## src/rtl/dmem_access_ctrl_pkg.sv

```systemverilog
`default_nettype none
// ============================================================================
//  Package     : dlx_mem_pkg
//  Description : Shared definitions for the MEM-stage data-memory sequencer:
//                access-size encodings, controller state type, byte-enable
//                patterns and the alignment/legality helper.
//  Revision    : 1.0  initial release
// ============================================================================
//  Bit numbering note: all 32-bit vectors in this block are declared [31:0].
//  Architectural bit 0 (the most significant bit) is RTL bit 31, so byte
//  lane 0 (address offset 0, big-endian) lives in RTL bits [31:24], and
//  byte-enable bit be[0] (lane 0) is RTL bit 3.
// ============================================================================
package dlx_mem_pkg;

  // Access-size encodings carried on dsize
  localparam logic [1:0] DS_BYTE = 2'b00;
  localparam logic [1:0] DS_HALF = 2'b01;
  localparam logic [1:0] DS_WORD = 2'b10;
  localparam logic [1:0] DS_ILL  = 2'b11;

  // Controller states
  typedef enum logic [1:0] {
    ST_IDLE = 2'd0,
    ST_REQ  = 2'd1,
    ST_DONE = 2'd2
  } state_t;

  // Byte-enable patterns (MSB = lane 0)
  localparam logic [3:0] BE_NONE    = 4'b0000;
  localparam logic [3:0] BE_LANE0   = 4'b1000;
  localparam logic [3:0] BE_HALF_HI = 4'b1100;
  localparam logic [3:0] BE_HALF_LO = 4'b0011;
  localparam logic [3:0] BE_WORD    = 4'b1111;

  // An access is legal when it is not simultaneously a read and a write,
  // uses a defined size, and is naturally aligned for that size.
  function automatic logic access_legal(input logic       rd,
                                        input logic       wr,
                                        input logic [1:0] dsize,
                                        input logic [1:0] offset);
    logic ok;
    ok = !(rd && wr);
    case (dsize)
      DS_BYTE: ok = ok;
      DS_HALF: ok = ok && !offset[0];
      DS_WORD: ok = ok && (offset == 2'b00);
      default: ok = 1'b0;
    endcase
    return ok;
  endfunction

endpackage
`default_nettype wire

```

## src/rtl/dmem_access_ctrl_load_align.sv

```systemverilog
`default_nettype none
// ============================================================================
//  Module      : load_align
//  Description : Combinational load-data aligner. Selects the addressed
//                byte/halfword lane of a big-endian memory word, moves it to
//                the low end of the result and sign- or zero-extends it.
//                Words pass through unchanged.
//  Revision    : 1.0  initial release
// ============================================================================
//  Ports:
//    rdata  [31:0] in   raw memory word (lane 0 in [31:24])
//    dsize  [1:0]  in   DS_BYTE / DS_HALF / DS_WORD (DS_ILL yields 0)
//    offset [1:0]  in   byte offset within the word
//    sign          in   1 = sign-extend sub-word values
//    result [31:0] out  aligned, extended value
// ============================================================================
module load_align
  import dlx_mem_pkg::*;
(
  input  logic [31:0] rdata,
  input  logic [1:0]  dsize,
  input  logic [1:0]  offset,
  input  logic        sign,
  output logic [31:0] result
);

  logic [7:0]  byte_v;
  logic [15:0] half_v;

  always_comb begin
    byte_v = 8'h00;
    half_v = 16'h0000;
    result = 32'h0000_0000;

    case (offset)
      2'd0:    byte_v = rdata[31:24];
      2'd1:    byte_v = rdata[23:16];
      2'd2:    byte_v = rdata[15:8];
      default: byte_v = rdata[7:0];
    endcase

    // Halfwords are only ever at offset 0 or 2, so offset[1] picks the pair
    half_v = offset[1] ? rdata[15:0] : rdata[31:16];

    case (dsize)
      DS_BYTE: result = {{24{sign & byte_v[7]}}, byte_v};
      DS_HALF: result = {{16{sign & half_v[15]}}, half_v};
      DS_WORD: result = rdata;
      DS_ILL:  result = 32'h0000_0000;
      default: result = 32'h0000_0000;
    endcase
  end

endmodule
`default_nettype wire

```

## src/rtl/dmem_access_ctrl.sv

```systemverilog
`default_nettype none
// ============================================================================
//  Module      : dmem_access_ctrl
//  Description : MEM-stage data-memory access sequencer. Accepts load/store
//                controls, drives a req/ack memory port with word address,
//                byte enables and lane-replicated store data, stalls the
//                pipeline until completion and returns aligned load data.
//                Flags illegal accesses and memory timeouts on err_out.
//  Revision    : 1.0  initial release
// ============================================================================
//  Ports:
//    clk            in   rising-edge clock
//    reset          in   asynchronous active-low reset
//    mem_read_in    in   load requested
//    mem_write_in   in   store requested
//    dsize_in [1:0] in   00 byte, 01 half, 10 word, 11 illegal
//    load_sign_in   in   sign-extend sub-word loads
//    addr_in  [31:0]      byte address
//    store_data_in[31:0]  store operand, sub-word data right-justified
//    dmem_req       out  memory request (REQ state only)
//    dmem_we        out  write strobe qualifier
//    dmem_addr[31:0]out  word-aligned address
//    dmem_be  [3:0] out  byte enables, bit 3 = lane 0 (MSB byte)
//    dmem_wdata[31:0]out lane-replicated store data
//    dmem_ack       in   access complete, rdata valid same cycle
//    dmem_rdata[31:0]in  read data
//    load_data_out[31:0]out registered aligned load value
//    stall_out      out  pipeline freeze
//    err_out        out  one-cycle error pulse
//  Vectors are [31:0] with RTL bit 31 = architectural bit 0 (big-endian).
// ============================================================================
module dmem_access_ctrl
  import dlx_mem_pkg::*;
#(
  parameter int TIMEOUT_CYCLES = 64,
  parameter int CNT_W          = 8
) (
  input  logic        clk,
  input  logic        reset,
  input  logic        mem_read_in,
  input  logic        mem_write_in,
  input  logic [1:0]  dsize_in,
  input  logic        load_sign_in,
  input  logic [31:0] addr_in,
  input  logic [31:0] store_data_in,
  output logic        dmem_req,
  output logic        dmem_we,
  output logic [31:0] dmem_addr,
  output logic [3:0]  dmem_be,
  output logic [31:0] dmem_wdata,
  input  logic        dmem_ack,
  input  logic [31:0] dmem_rdata,
  output logic [31:0] load_data_out,
  output logic        stall_out,
  output logic        err_out
);

  // Last counter value before an unanswered request is abandoned
  localparam logic [CNT_W-1:0] TO_LAST =
    (TIMEOUT_CYCLES == 0) ? '0 : CNT_W'(TIMEOUT_CYCLES - 1);

  state_t            state_q, state_d;
  logic [CNT_W-1:0]  cnt_q, cnt_d;
  logic              we_q, we_d;
  logic [1:0]        dsize_q, dsize_d;
  logic              sign_q, sign_d;
  logic [1:0]        off_q, off_d;
  logic [29:0]       addr_q, addr_d;
  logic [3:0]        be_q, be_d;
  logic [31:0]       wdata_q, wdata_d;
  logic [31:0]       load_data_q, load_data_d;
  logic              to_q, to_d;

  logic              acc;
  logic              legal;
  logic [31:0]       aligned;
  logic [3:0]        be_new;
  logic [31:0]       wdata_new;

  assign acc   = mem_read_in | mem_write_in;
  assign legal = access_legal(mem_read_in, mem_write_in, dsize_in, addr_in[1:0]);

  load_align u_load_align (
    .rdata  (dmem_rdata),
    .dsize  (dsize_q),
    .offset (off_q),
    .sign   (sign_q),
    .result (aligned)
  );

  // Store lane mapping computed at accept time and held through REQ
  always_comb begin
    be_new    = BE_NONE;
    wdata_new = store_data_in;
    case (dsize_in)
      DS_BYTE: begin
        be_new    = BE_LANE0 >> addr_in[1:0];
        wdata_new = {4{store_data_in[7:0]}};
      end
      DS_HALF: begin
        be_new    = addr_in[1] ? BE_HALF_LO : BE_HALF_HI;
        wdata_new = {2{store_data_in[15:0]}};
      end
      DS_WORD: begin
        be_new    = BE_WORD;
        wdata_new = store_data_in;
      end
      default: begin
        be_new    = BE_NONE;
        wdata_new = store_data_in;
      end
    endcase
  end

  always_comb begin
    state_d     = state_q;
    cnt_d       = cnt_q;
    we_d        = we_q;
    dsize_d     = dsize_q;
    sign_d      = sign_q;
    off_d       = off_q;
    addr_d      = addr_q;
    be_d        = be_q;
    wdata_d     = wdata_q;
    load_data_d = load_data_q;
    to_d        = to_q;

    case (state_q)
      ST_IDLE: begin
        cnt_d = '0;
        to_d  = 1'b0;
        if (acc && legal) begin
          we_d    = mem_write_in;
          dsize_d = dsize_in;
          sign_d  = load_sign_in;
          off_d   = addr_in[1:0];
          addr_d  = addr_in[31:2];
          be_d    = be_new;
          wdata_d = wdata_new;
          state_d = ST_REQ;
        end
      end
      ST_REQ: begin
        cnt_d = cnt_q + CNT_W'(1);
        if (dmem_ack) begin
          if (!we_q) begin
            load_data_d = aligned;
          end
          state_d = ST_DONE;
        end else if ((TIMEOUT_CYCLES != 0) && (cnt_q == TO_LAST)) begin
          load_data_d = 32'h0000_0000;
          to_d        = 1'b1;
          state_d     = ST_DONE;
        end
      end
      ST_DONE: begin
        // Unconditional return: the instruction still on the inputs this
        // cycle has already been serviced and must not be re-issued.
        state_d = ST_IDLE;
      end
      default: state_d = ST_IDLE;
    endcase
  end

  always_ff @(posedge clk or negedge reset) begin
    if (!reset) begin
      state_q     <= ST_IDLE;
      cnt_q       <= '0;
      we_q        <= 1'b0;
      dsize_q     <= DS_BYTE;
      sign_q      <= 1'b0;
      off_q       <= 2'b00;
      addr_q      <= '0;
      be_q        <= BE_NONE;
      wdata_q     <= '0;
      load_data_q <= '0;
      to_q        <= 1'b0;
    end else begin
      state_q     <= state_d;
      cnt_q       <= cnt_d;
      we_q        <= we_d;
      dsize_q     <= dsize_d;
      sign_q      <= sign_d;
      off_q       <= off_d;
      addr_q      <= addr_d;
      be_q        <= be_d;
      wdata_q     <= wdata_d;
      load_data_q <= load_data_d;
      to_q        <= to_d;
    end
  end

  assign dmem_req      = (state_q == ST_REQ);
  assign dmem_we       = (state_q == ST_REQ) & we_q;
  assign dmem_addr     = {addr_q, 2'b00};
  assign dmem_be       = (state_q == ST_REQ) ? be_q : BE_NONE;
  assign dmem_wdata    = wdata_q;
  assign load_data_out = load_data_q;

  // Gated by reset so both outputs read 0 while reset is held, even though
  // the IDLE term is combinational from the pipeline inputs.
  assign stall_out = reset & (((state_q == ST_IDLE) & acc & legal) |
                              (state_q == ST_REQ));
  assign err_out   = reset & (((state_q == ST_IDLE) & acc & ~legal) |
                              ((state_q == ST_DONE) & to_q));

endmodule
`default_nettype wire
```

## config.mk

```make
export PLATFORM = sky130hd
export DESIGN_NAME = dmem_access_ctrl
export DESIGN_NICKNAME = d
export VERILOG_FILES = /design/src/rtl/dmem_access_ctrl_pkg.sv /design/src/rtl/dmem_access_ctrl_load_align.sv /design/src/rtl/dmem_access_ctrl.sv
export SDC_FILE = /design/constraint.sdc
export NUM_CORES = 1
export LEC_CHECK = 0
export ABC_AREA = 1
export CORE_UTILIZATION = 41
export DETAILED_ROUTE_END_ITERATION = 7
export PLACE_DENSITY = 0.82
export SLEW_MARGIN = 20
export SYNTH_ARGS = -nofsm -noshare
export SYNTH_HDL_FRONTEND = slang
export SYNTH_SLANG_ARGS = --single-unit
```

## constraint.sdc

```tcl
create_clock -name clk -period 1.75 [get_ports clk]
set_input_delay 0.35 -clock clk [delete_from_list [all_inputs] [get_ports clk]]
set_output_delay 0.35 -clock clk [all_outputs]
set_load 0.05 [all_outputs]
```

==> reports/metrics.csv <==
stage,metric,value,unit
synth,sequential area share after synthesis,49.77,%
placement,HPWL Detailed,11800,um
placement,routability cong.,0.8762,
synth,"top cells by count, synth","253 x nand2_1, 115 x dfrtp_1, 81 x o21ai_1, 65 x inv_1, 52 x nand3_1",
pwr,Sw Pwr,6.494,mW
synth,top_reg_cell synth,dfrtp_1,
setup_path,Crit. End Element,output pin,
synth,"area leader, netlist",dfrtp_1,
layout,Ant. Diodes,0,
worst_hold_path,Hold Crit Class,in2async,
route,routed vias,5607,
sta,fin crit share,107.1,%
synth,YS warnings,0,
setup_path,CP Launch Type,input pin,
sta,Tmin final,1874,ps
placement,Area after DPL,8053,um2
placement,number of port buffers,205,
floorplan,die area,14580,um2
pwr,Clock Power Share,23.4,%
synth,Mapped Cells,742,
synth,count of cell types in the netlist,32,
floorplan,starting density of the core,41.82,%
sta,hold violation count in the final report,0,
clock_network,CTS max path bufs,2,
setup_path,CP max stage delay,520,ps
sta,Final Slew Violations,0,
global_route,vias in the first global route,5466,
synth,"EDFF count, synth",0,
sta,RSZ-0062 raised after global routing,true,
route,WL final,16120,um
route,via/cell ratio,4.842,
run,Max-Cap Viols,0,
sta,Slew headroom,58.16,%
clock_network,worst-skew pair later-pin latency,420,ps
status,outcome,"finished, violations left",
synth,syn_area_per_cell,7.792,um2
pwr,Logic pwr share,48.4,%
clock_network,Clock transition at path regs,50,ps
pwr,power density over cell area,1644,nW/um2
clock_network,clock sinks,115,
placement,placed cells,1121,
layout,post-route insts no fill,1158,
setup_path,critical path class,in2out,
clock_network,CTS Buf Count,17,
sta,Fin Clk Skew,10.99,ps
pwr,Seq pwr share,28.2,%
setup_path,"slowest stage cell, crit path",clkdlybuf4s50_1,
floorplan,Die W,120.8,um
global_route,first-pass GRT wire length,26430,um
global_route,global-route usage over all layers,23.35,%
setup_path,CP arrival,1520,ps
synth,Synth Register Bits,115,
route,drt wl/cell,13.92,um
pwr,internal power,7.840,mW
setup_path,crit path cell chain,clkdlybuf4s50_1 -> nor2_1 -> nor2_4 -> nand3_4 -> a21oi_4 -> buf_12,
global_route,initial antenna violation count,0,
route,DRC viols,0,
pwr,Sw Ratio,45.31,%
pwr,leakage,4.323,nW
floorplan,Top-Level Pins,208,
layout,area growth from synthesis to layout,50.79,%
synth,share of the synthesized area in the top cell type,49.77,%
floorplan,Die H,120.8,um
synth,"top cells by area, synth","dfrtp_1 50%, nand2_1 16%, o21ai_1 7.0%",
clock_network,Post-CTS Hold Buffers,0,
clock_network,H-tree depth,4,
sta,Slew @ Worst Pin,627.7,ps
setup_path,WP data required,1400,ps
global_route,Congestion Overflow GR,0,
layout,Fill cells,1174,
route,ANT nets after route,0,
sta,Final setup viols,6,
route,DRT iter0 DRCs,392,
synth,"count leader, synth",nand2_1,
clock_network,CTS tree,done,
layout,fin area,8718,um2
layout,share of cells above drive strength 1,22.39,%
synth,asr flop ratio synth,100.0,%
sta,total negative setup slack,-274.6,ps
synth,Synth Cell Area,5782,um2
pwr,worst vdd ir,0.0008598,V
status,failing checks,negative setup slack,
global_route,largest net degree at the start of global routing,116,
floorplan,row count,43,
route,Pre-antenna DRT Iters,5,
setup_path,CP max FO,3,
sta,worst setup margin,-123.9,ps
layout,end-of-flow core utilization,63.05,%
sta,fmax,533.6,MHz
floorplan,core area,13830,um2
clock_network,clock root buffer,clkbuf_16,
layout,Final Net Count,1074,
setup_path,Worst Reg-to-Reg Cells,9,
==> per-layer routing <==
layer,global-route usage [%],share of wire (%),up-vias
met5,0,0,-
met4,10.80,2.7,0
met3,7.170,7.5,30
met2,37.93,47,202
met1,28.34,43,2545
li1,-,-,2830
==> power groups by stage <==
stage          registers (mW)  logic [mW]  clock network (mW)
4_1_cts                  4.03        6.97                3.41
3_3_place_gp             4.04        6.81                   0
6_report                 4.04        6.94                3.36
3_5_place_dp             4.05        6.92                   0
5_1_grt                  4.13        7.40                3.57
2_1_floorplan            6.64        2.03                   0
==> per-stage QoR <==
stage               power [mW]  worst slack, ps  hold WS [ps]
finish                   14.33           -123.9         20.52
global route             15.10           -193.3         103.4
CTS                      14.41           -141.8         78.84
detailed placement       10.97           -512.3         469.8
global placement         10.85           -488.5         466.7
floorplan                8.673           -90.12         54.41
==> final timing paths <==
| path | slack [ps] | start | to |
|---|---|---|---|
| max | -120 | mem_write_in | stall_out |
| min | 20 | reset | cnt_q[3] |
| max reg2reg | 100 | state_q[0] | be_q[1] |
| min reg2reg | 480 | load_data_out[20] | load_data_out[20] |
| max in group asynchronous | 1240 | reset | dmem_wdata[21] |
| min in group clk | 470 | dsize_in[1] | dsize_q[1] |
==> flip-flops by register name, indices dropped and copies added, names as in the netlist <==
name and flops:
to_q 1, cnt_q 8, off_q 2, state_q 2, sign_q 1, addr_q 30, dsize_q 2, dmem_wdata 32
we_q 1, load_data_out 32, be_q 4
==> timing repair <==
| item | CTS | global route |
|---|---|---|
| gates resized for setup | 19 | 2 |
| setup endpoints to repair | 25 | 8 |
| pin swaps | 7 | 2 |
| setup buffers | 3 | 2 |
==> cells by family (layout without fill, tap and decap cells) <==
family / count (synthesis) / after routing / share of synthesized area [%]
AOI/OAI and AO/OA: 160 / 160 / 14.69
adders and majority gates: 5 / 5 / 1.082
buffers and inverters: 112 / 347 / 9.132
DFF: 115 / 115 / 49.77
other: 1 / 2 / 0.06486
and+or+nand+nor: 349 / 349 / 25.25
==> critical path, delay by kind of cell <==
kind / cells / cell delay (ps)
compound gates: 1 / 150
simple gates: 3 / 330
buf+inv: 2 / 670
==> layout make-up <==
type,count,area [um2],share of cell area [%]
clock buffers,19,442.9,5.080
clock inverters,13,136.4,1.564
inverters,71,270.3,3.100
multi-input cells,516,2476,28.40
flip-flops and latches,115,2878,33.01
well taps,180,225.2,2.583
repair buffers,244,2290,26.26
==> cells in the final DEF (no fill, tap or decap), types with 2 or more instances in the layout <==
| cell | instances |
|---|---|
| nand2_1 | 251 |
| buf_4 | 126 |
| dfrtp_1 | 115 |
| clkdlybuf4s50_1 | 100 |
| o21ai_1 | 82 |
| inv_1 | 62 |
| nand3_1 | 50 |
| a21oi_1 | 32 |
| o21ai_0 | 30 |
| nor2_1 | 22 |
| clkbuf_16 | 17 |
| buf_12 | 16 |
| o21ai_2 | 10 |
| inv_2 | 7 |
| nor2_2 | 5 |
| clkinv_2 | 5 |
| nor3_1 | 5 |
| clkinvlp_4 | 4 |
| nand2_4 | 3 |
| nand2_2 | 3 |
| nor2_4 | 3 |
| ha_1 | 3 |
| clkinv_4 | 3 |
| nand3_2 | 2 |
| nand3_4 | 2 |
| a21oi_4 | 2 |
| ha_4 | 2 |
| conb_1 | 2 |
| bufinv_16 | 2 |
| clkdlybuf4s15_2 | 2 |
Power figures use the tool's default switching activity.
